## src/rtl/dependency_check.sv

```systemverilog
// -----------------------------------------------------------------------------
// dependency_check
//
// Purpose: tracks the destination tags of the three in-flight stages (ex, dm,
// wb). From them it produces the operand forwarding selects for the
// instruction in decode, and it detects the one-cycle load-use hazard.
//
// Ports:
//   clk        in   single clock, rising edge
//   rst        in   synchronous active-high reset
//   RA, RB     in   [4:0] decode source addresses
//   RW         in   [4:0] decode destination address
//   wr_en      in   decode instruction writes RW
//   is_load    in   decode instruction is a load (result appears on ans_dm)
//   use_A/B    in   decode instruction reads RA / RB
//   flush      in   kill the decode instruction (bubble enters ex)
//   mux_sel_A  out  [1:0] forwarding select for A (00 bank, 01 ex, 10 dm, 11 wb)
//   mux_sel_B  out  [1:0] forwarding select for B
//   RW_ex/dm/wb out [4:0] registered destination tags of each stage
//   stall      out  hold fetch/decode this cycle (combinational)
//   stall_cnt  out  [15:0] saturating count of stall cycles
// -----------------------------------------------------------------------------
module dependency_check (
    input  logic        clk,
    input  logic        rst,
    input  logic [4:0]  RA,
    input  logic [4:0]  RB,
    input  logic [4:0]  RW,
    input  logic        wr_en,
    input  logic        is_load,
    input  logic        use_A,
    input  logic        use_B,
    input  logic        flush,
    output logic [1:0]  mux_sel_A,
    output logic [1:0]  mux_sel_B,
    output logic [4:0]  RW_ex,
    output logic [4:0]  RW_dm,
    output logic [4:0]  RW_wb,
    output logic        stall,
    output logic [15:0] stall_cnt
);

    localparam int unsigned AW = 5;
    localparam int unsigned CW = 16;

    localparam logic [1:0] SEL_BANK = 2'b00;
    localparam logic [1:0] SEL_EX   = 2'b01;
    localparam logic [1:0] SEL_DM   = 2'b10;
    localparam logic [1:0] SEL_WB   = 2'b11;

    // Stage entries. The load flag only matters while the producer sits in
    // ex, because by dm its result is already forwardable, so dm and wb do
    // not keep it.
    logic          ex_valid_q, ex_valid_d;
    logic          ex_wr_q,    ex_wr_d;
    logic          ex_load_q,  ex_load_d;
    logic [AW-1:0] ex_tag_q,   ex_tag_d;

    logic          dm_valid_q;
    logic          dm_wr_q;
    logic [AW-1:0] dm_tag_q;

    logic          wb_valid_q;
    logic          wb_wr_q;
    logic [AW-1:0] wb_tag_q;

    logic [CW-1:0] stall_cnt_q, stall_cnt_d;

    // Per-stage hit flags for each source operand.
    logic hit_ex_a, hit_dm_a, hit_wb_a;
    logic hit_ex_b, hit_dm_b, hit_wb_b;

    // A stage matches when it holds a live writer of the same register;
    // register 0 is an ordinary register here.
    always_comb begin
        hit_ex_a = ex_valid_q && ex_wr_q && (ex_tag_q == RA);
        hit_dm_a = dm_valid_q && dm_wr_q && (dm_tag_q == RA);
        hit_wb_a = wb_valid_q && wb_wr_q && (wb_tag_q == RA);
        hit_ex_b = ex_valid_q && ex_wr_q && (ex_tag_q == RB);
        hit_dm_b = dm_valid_q && dm_wr_q && (dm_tag_q == RB);
        hit_wb_b = wb_valid_q && wb_wr_q && (wb_tag_q == RB);
    end

    // Forwarding selects: the youngest matching producer wins.
    always_comb begin
        mux_sel_A = SEL_BANK;
        if (use_A) begin
            if (hit_ex_a)      mux_sel_A = SEL_EX;
            else if (hit_dm_a) mux_sel_A = SEL_DM;
            else if (hit_wb_a) mux_sel_A = SEL_WB;
        end
    end

    always_comb begin
        mux_sel_B = SEL_BANK;
        if (use_B) begin
            if (hit_ex_b)      mux_sel_B = SEL_EX;
            else if (hit_dm_b) mux_sel_B = SEL_DM;
            else if (hit_wb_b) mux_sel_B = SEL_WB;
        end
    end

    // Load-use hazard: the load in ex has no result yet. A flushed decode
    // instruction will never execute, so it cannot stall.
    always_comb begin
        stall = 1'b0;
        if (!flush && ex_load_q) begin
            stall = (use_A && hit_ex_a) || (use_B && hit_ex_b);
        end
    end

    // Next ex entry: the decode instruction, or a bubble on stall or flush.
    always_comb begin
        ex_valid_d = 1'b0;
        ex_wr_d    = 1'b0;
        ex_load_d  = 1'b0;
        ex_tag_d   = '0;
        if (!stall && !flush) begin
            ex_valid_d = 1'b1;
            ex_wr_d    = wr_en;
            ex_load_d  = is_load;
            ex_tag_d   = RW;
        end
    end

    // Saturating stall counter.
    always_comb begin
        stall_cnt_d = stall_cnt_q;
        if (stall && (stall_cnt_q != {CW{1'b1}})) begin
            stall_cnt_d = stall_cnt_q + CW'(1);
        end
    end

    // Stage shift register and counter; reset overrides everything.
    always_ff @(posedge clk) begin
        if (rst) begin
            ex_valid_q  <= 1'b0;
            ex_wr_q     <= 1'b0;
            ex_load_q   <= 1'b0;
            ex_tag_q    <= '0;
            dm_valid_q  <= 1'b0;
            dm_wr_q     <= 1'b0;
            dm_tag_q    <= '0;
            wb_valid_q  <= 1'b0;
            wb_wr_q     <= 1'b0;
            wb_tag_q    <= '0;
            stall_cnt_q <= '0;
        end else begin
            wb_valid_q  <= dm_valid_q;
            wb_wr_q     <= dm_wr_q;
            wb_tag_q    <= dm_tag_q;
            dm_valid_q  <= ex_valid_q;
            dm_wr_q     <= ex_wr_q;
            dm_tag_q    <= ex_tag_q;
            ex_valid_q  <= ex_valid_d;
            ex_wr_q     <= ex_wr_d;
            ex_load_q   <= ex_load_d;
            ex_tag_q    <= ex_tag_d;
            stall_cnt_q <= stall_cnt_d;
        end
    end

    assign RW_ex     = ex_tag_q;
    assign RW_dm     = dm_tag_q;
    assign RW_wb     = wb_tag_q;
    assign stall_cnt = stall_cnt_q;

endmodule

```

## config.mk

```make
export PLATFORM = sky130hd
export DESIGN_NAME = dependency_check
export DESIGN_NICKNAME = d
export VERILOG_FILES = /design/src/rtl/dependency_check.sv
export SDC_FILE = /design/constraint.sdc
export NUM_CORES = 1
export LEC_CHECK = 0
export BUFFER_PORTS_ARGS = -buffer_cell sky130_fd_sc_hd__buf_2
export CORE_AREA = 2 2 62 64
export CTS_CLUSTER_SIZE = 10
export DETAILED_ROUTE_END_ITERATION = 10
export DIE_AREA = 0 0 64 66
export PLACE_DENSITY_LB_ADDON = 0.15
export SLEW_MARGIN = 20
export SYNTH_ARGS = -nofsm -noshare
export SYNTH_HDL_FRONTEND = slang
export SYNTH_SLANG_ARGS = --single-unit
export TNS_END_PERCENT = 10
```

## constraint.sdc

```tcl
create_clock -name clk -period 5.3 [get_ports clk]
set_input_delay 0.265 -clock clk [delete_from_list [all_inputs] [get_ports clk]]
set_output_delay 0.265 -clock clk [all_outputs]
set_load 0.01 [all_outputs]
```

==> results.py <==
metrics = {
    "timing": {
        "skew_ns": 0.009703,
        "fin_setup_tns_ns": 0,
        "layout_worst_path_cycle_share_pct": 41.85,
        "worstMarginPinSlew_ns": 0.6011,
        "slew_violations": 0,
        "worst_slack_ns": 3.082,
        "report.final.setup_viol": 0,
        "worst_case_headroom_to_the_max_slew_limit_pct": 59.92,
        "final_hold_viol_count": 0,
        "rsz_0062_raised_after_global_routing": "false",
        "maximum_clock_frequency_mhz": 450.9,
        "finalCriticalPeriod_ns": 2.218,
    },
    "floorplanning": {
        "design.core.area_um2": 3551,
        "start_util_pct": 52.08,
        "die_area_um2": 4224,
        "number_of_ports_placed_on_the_die_boundary": 58,
        "die_h_um": 66,
        "dieWidth_um": 64,
        "num_rows": 22,
    },
    "worst_setup_path": {
        "reg2reg_setup_slack_ns": 3.08,
        "worst-setup-path-type": "flip-flop to flip-flop",
        "worstPathRequired_ns": 5.50,
        "cell_type_of_the_slowest_stage_on_the_worst_timing_path": "sky130_fd_sc_hd__or3_1",
        "startpoint_class_of_the_critical_path": "flip-flop",
        "worst-path-max-fanout": 16,
        "worst-endpoint-arrival_ns": 2.42,
        "critPathMaxStageDelay_ns": 0.47,
        "worstSetupEndpointType": "flip-flop",
        "worstPathCellList": "ha_1 > inv_1 > or3_1 > o311a_1 > o21ai_2 > or4_1 > a21oi_1",
    },
    "yosys": {
        "yosys.area_share.adder_pct": 0.6766,
        "proportion_of_synthesized_flip_flops_having_asynchronous_set_or_reset_pct": 0,
        "synthSimpleGateAreaFrac_pct": 25.78,
        "synth-compound-area-share_pct": 14.75,
        "synth.yosys.seq_area_share_pct": 41.14,
        "yosys.area_share.xor_xnor_pct": 15.16,
        "synth.area.mux_share_pct": 0,
        "combinational_family_with_the_most_area_after_synthesis": "simple AND/OR/NAND/NOR gates",
        "dominantRegCellSynth": "sky130_fd_sc_hd__dfxtp_1",
        "synthesized_area_per_cell_um2": 9.293,
        "synth_cell_type_count": 41,
        "ys_ff_latch": 38,
        "synth_edf_count": 0,
        "count_of_warnings_emitted_by_yosys": 0,
        "synthCells": 199,
        "synth.cell_area_um2": 1849,
        "nets_in_the_synthesized_netlist": 222,
    },
    "global_routing": {
        "grt_antenna_before_repair": 0,
        "grt_usage_pct": 20.52,
        "grt_start_max_net_pins": 32,
        "grt_first_pass_wirelength_um": 6762,
        "overflow": 0,
        "grt_pass1_vias": 1507,
    },
    "cts": {
        "cts_tree": "yes",
        "cts_hold_buffers": 0,
        "clk_pin_slew_ns": 0.12,
        "clock_insertion_delay_worst_skew_ns": 0.33,
        "cts_inserted_buffers": 5,
        "postCtsResizedCells": 0,
        "clock_tree.htree_level_count": 2,
        "cts_root_buffer": "sky130_fd_sc_hd__clkbuf_4",
        "cts_sinks": 38,
        "postCtsSetupBuffers": 0,
        "cts.path.max_buffers": 2,
    },
    "outcome": {
        "outcome": "complete, no violations",
    },
    "finish": {
        "fraction_of_final_layout_cells_with_drive_strength_greater_than_1_pct": 27.80,
        "layout-area-overhead-vs-synth_pct": 20.64,
        "nNetsFinal": 281,
        "number_of_fill_cells": 335,
        "diodes": 0,
    },
    "power": {
        "total_power_density_per_cell_area_nw_per_um2": 223.2,
        "totalPowerFinal_uw": 498.0,
        "leakage_uw": 0.0009010,
        "worst_case_vdd_ir_drop_mv": 0.1527,
    },
    "detailed_routing": {
        "detail-route-antenna-nets": 0,
        "routed-via-count": 1606,
        "route.detailed.drc": 0,
        "drt-met1-wl_um": 1986,
        "avgRoutedWirePerCell_um": 12.68,
        "detailedRoute.firstPassIterationCount": 4,
        "met3_wirelength_um": 182,
        "sum_of_met2_wire_segment_lengths_after_detailed_routing_um": 1668,
        "top_metal_used": "met4",
        "viasPerCell": 5.231,
        "total_wire_length_um": 3893,
        "drt_iter0_markers": 68,
    },
    "placement": {
        "worst_setup_slack_post_dpl_ns": 3.127,
        "portBuffers": 57,
        "gp_routability_congestion": 0.8570,
        "place_hpwl_um": 2952,
    },
    "run": {
        "drv_cap": 0,
    },
    "min_path": {
        "timing.hold.worst.class": "input port to flip-flop",
    },
}
[critical path, delay by kind of cell, from the launching register on]
family	cells	cell delay [ns]
adders and majority gates	1	0.19
and+or+nand+nor	2	0.67
buffers and inverters	1	0.04
AOI/OAI and AO/OA	3	0.76
DFF	1	0.43
[state kept, by name, indices dropped and copies added, names as in the netlist]
signal	count
dm_valid_q	1
wb_wr_q	1
ex_valid_q	1
RW_wb	5
ex_load_q	1
wb_valid_q	1
RW_ex	5
stall_cnt	16
RW_dm	5
dm_wr_q	1
ex_wr_q	1
[path summary, 6_finish.rpt]
kind | startpoint | cells after the start | endpoint
setup / recovery | stall_cnt[0] | 7 | stall_cnt[8]
hold reg to reg | dm_wr_q | 1 | wb_wr_q
hold / removal | RW[2] | 2 | RW_ex[2]
setup reg to reg | stall_cnt[0] | 7 | stall_cnt[8]
[cell usage after synthesis, types with 2 or more instances]
cell type / n / area [um2]
sky130_fd_sc_hd__nand2_1: 10 / 37.54
sky130_fd_sc_hd__nor4_2: 2 / 25.02
sky130_fd_sc_hd__o21ai_1: 3 / 15.01
sky130_fd_sc_hd__xnor2_1: 20 / 175.2
sky130_fd_sc_hd__nand4_1: 6 / 37.54
sky130_fd_sc_hd__o21ai_0: 5 / 25.02
sky130_fd_sc_hd__inv_1: 6 / 22.52
sky130_fd_sc_hd__o41ai_1: 2 / 17.52
sky130_fd_sc_hd__and2_1: 9 / 56.30
sky130_fd_sc_hd__o31ai_1: 4 / 30.03
sky130_fd_sc_hd__nor2b_1: 14 / 87.58
sky130_fd_sc_hd__a21boi_0: 2 / 15.01
sky130_fd_sc_hd__a21oi_1: 12 / 60.06
sky130_fd_sc_hd__o211a_1: 2 / 20.02
sky130_fd_sc_hd__nor3_1: 4 / 20.02
sky130_fd_sc_hd__clkbuf_1: 3 / 11.26
sky130_fd_sc_hd__or4_1: 4 / 30.03
sky130_fd_sc_hd__or4b_1: 2 / 20.02
sky130_fd_sc_hd__dfxtp_1: 38 / 760.7
sky130_fd_sc_hd__xor2_1: 12 / 105.1
sky130_fd_sc_hd__nand3_1: 7 / 35.03
sky130_fd_sc_hd__and4_1: 2 / 17.52
sky130_fd_sc_hd__or3_1: 7 / 43.79
sky130_fd_sc_hd__nor2_1: 6 / 22.52
[layout by cell type, fill, tap and decap left out, types with 2 or more instances in the layout]
master / instances
sky130_fd_sc_hd__nor2b_1: 14
sky130_fd_sc_hd__or3_1: 7
sky130_fd_sc_hd__nand3_1: 7
sky130_fd_sc_hd__buf_2: 57
sky130_fd_sc_hd__o31ai_1: 4
sky130_fd_sc_hd__clkbuf_4: 5
sky130_fd_sc_hd__and4_1: 2
sky130_fd_sc_hd__o211a_1: 2
sky130_fd_sc_hd__xor2_1: 12
sky130_fd_sc_hd__or4_1: 4
sky130_fd_sc_hd__nand4_1: 6
sky130_fd_sc_hd__or4b_1: 2
sky130_fd_sc_hd__nor3_1: 4
sky130_fd_sc_hd__xnor2_1: 20
sky130_fd_sc_hd__nor2_1: 6
sky130_fd_sc_hd__nor4_2: 2
sky130_fd_sc_hd__a21boi_0: 2
sky130_fd_sc_hd__nand2_1: 10
sky130_fd_sc_hd__and2_1: 9
sky130_fd_sc_hd__o21ai_0: 5
sky130_fd_sc_hd__inv_1: 6
sky130_fd_sc_hd__dfxtp_1: 38
sky130_fd_sc_hd__o21ai_1: 3
sky130_fd_sc_hd__o41ai_1: 2
sky130_fd_sc_hd__a21oi_1: 12
[where the power goes]
group / leakage, uW / total (uW) / switching (uW) / internal, uW
registers: 0.000308 / 296 / 5.10 / 291
logic: 0.000557 / 44.4 / 23.0 / 21.4
clock network: 0.0000353 / 158 / 93.6 / 64.4
[metrics by stage]
| step | cell area [um2] | utilization (%) | hold WS, ns | std cells |
|---|---|---|---|---|
| global placement | 2171 | 61.13 | 0.4402 | 299 |
| floorplan | 1849 | - | 0.3560 | 199 |
| finish | 2231 | 62.83 | 0.1179 | 307 |
| CTS | 2231 | 62.83 | 0.1068 | 307 |
| detailed placement | 2171 | 61.13 | 0.4465 | 299 |
| global route | 2231 | 62.83 | 0.09746 | 307 |
[per-layer routing]
layer	vias up	track usage [%]
li1	829	-
met1	728	28.86
met3	6	4.770
met4	0	8.696
met5	-	0
met2	43	29.95
[cell families (layout without fill, tap and decap cells)]
kind of cell             Yosys count  in the layout
AO/OA/AOI/OAI                     39             39
adder cells (fa/ha/maj)            1              1
flip-flops                        38             38
AND/OR/NAND/NOR                   78             78
buffers and inverters             11             71
XOR/XNOR                          32             32
[final cells by class]
type                            instances  area, um2  share of cell area [%]
Sequential cell                        38      760.7                   34.10
Tap cell                               48      60.06                   2.692
Inverter                                6      22.52                   1.010
Clock buffer                            7      55.05                   2.468
Multi-Input combinational cell        150       1042                   46.72
Timing Repair Buffer                   57      285.3                   12.79
Clock inverter                          1      5.005                  0.2243
Note: power is estimated with default switching activity, not from simulation.
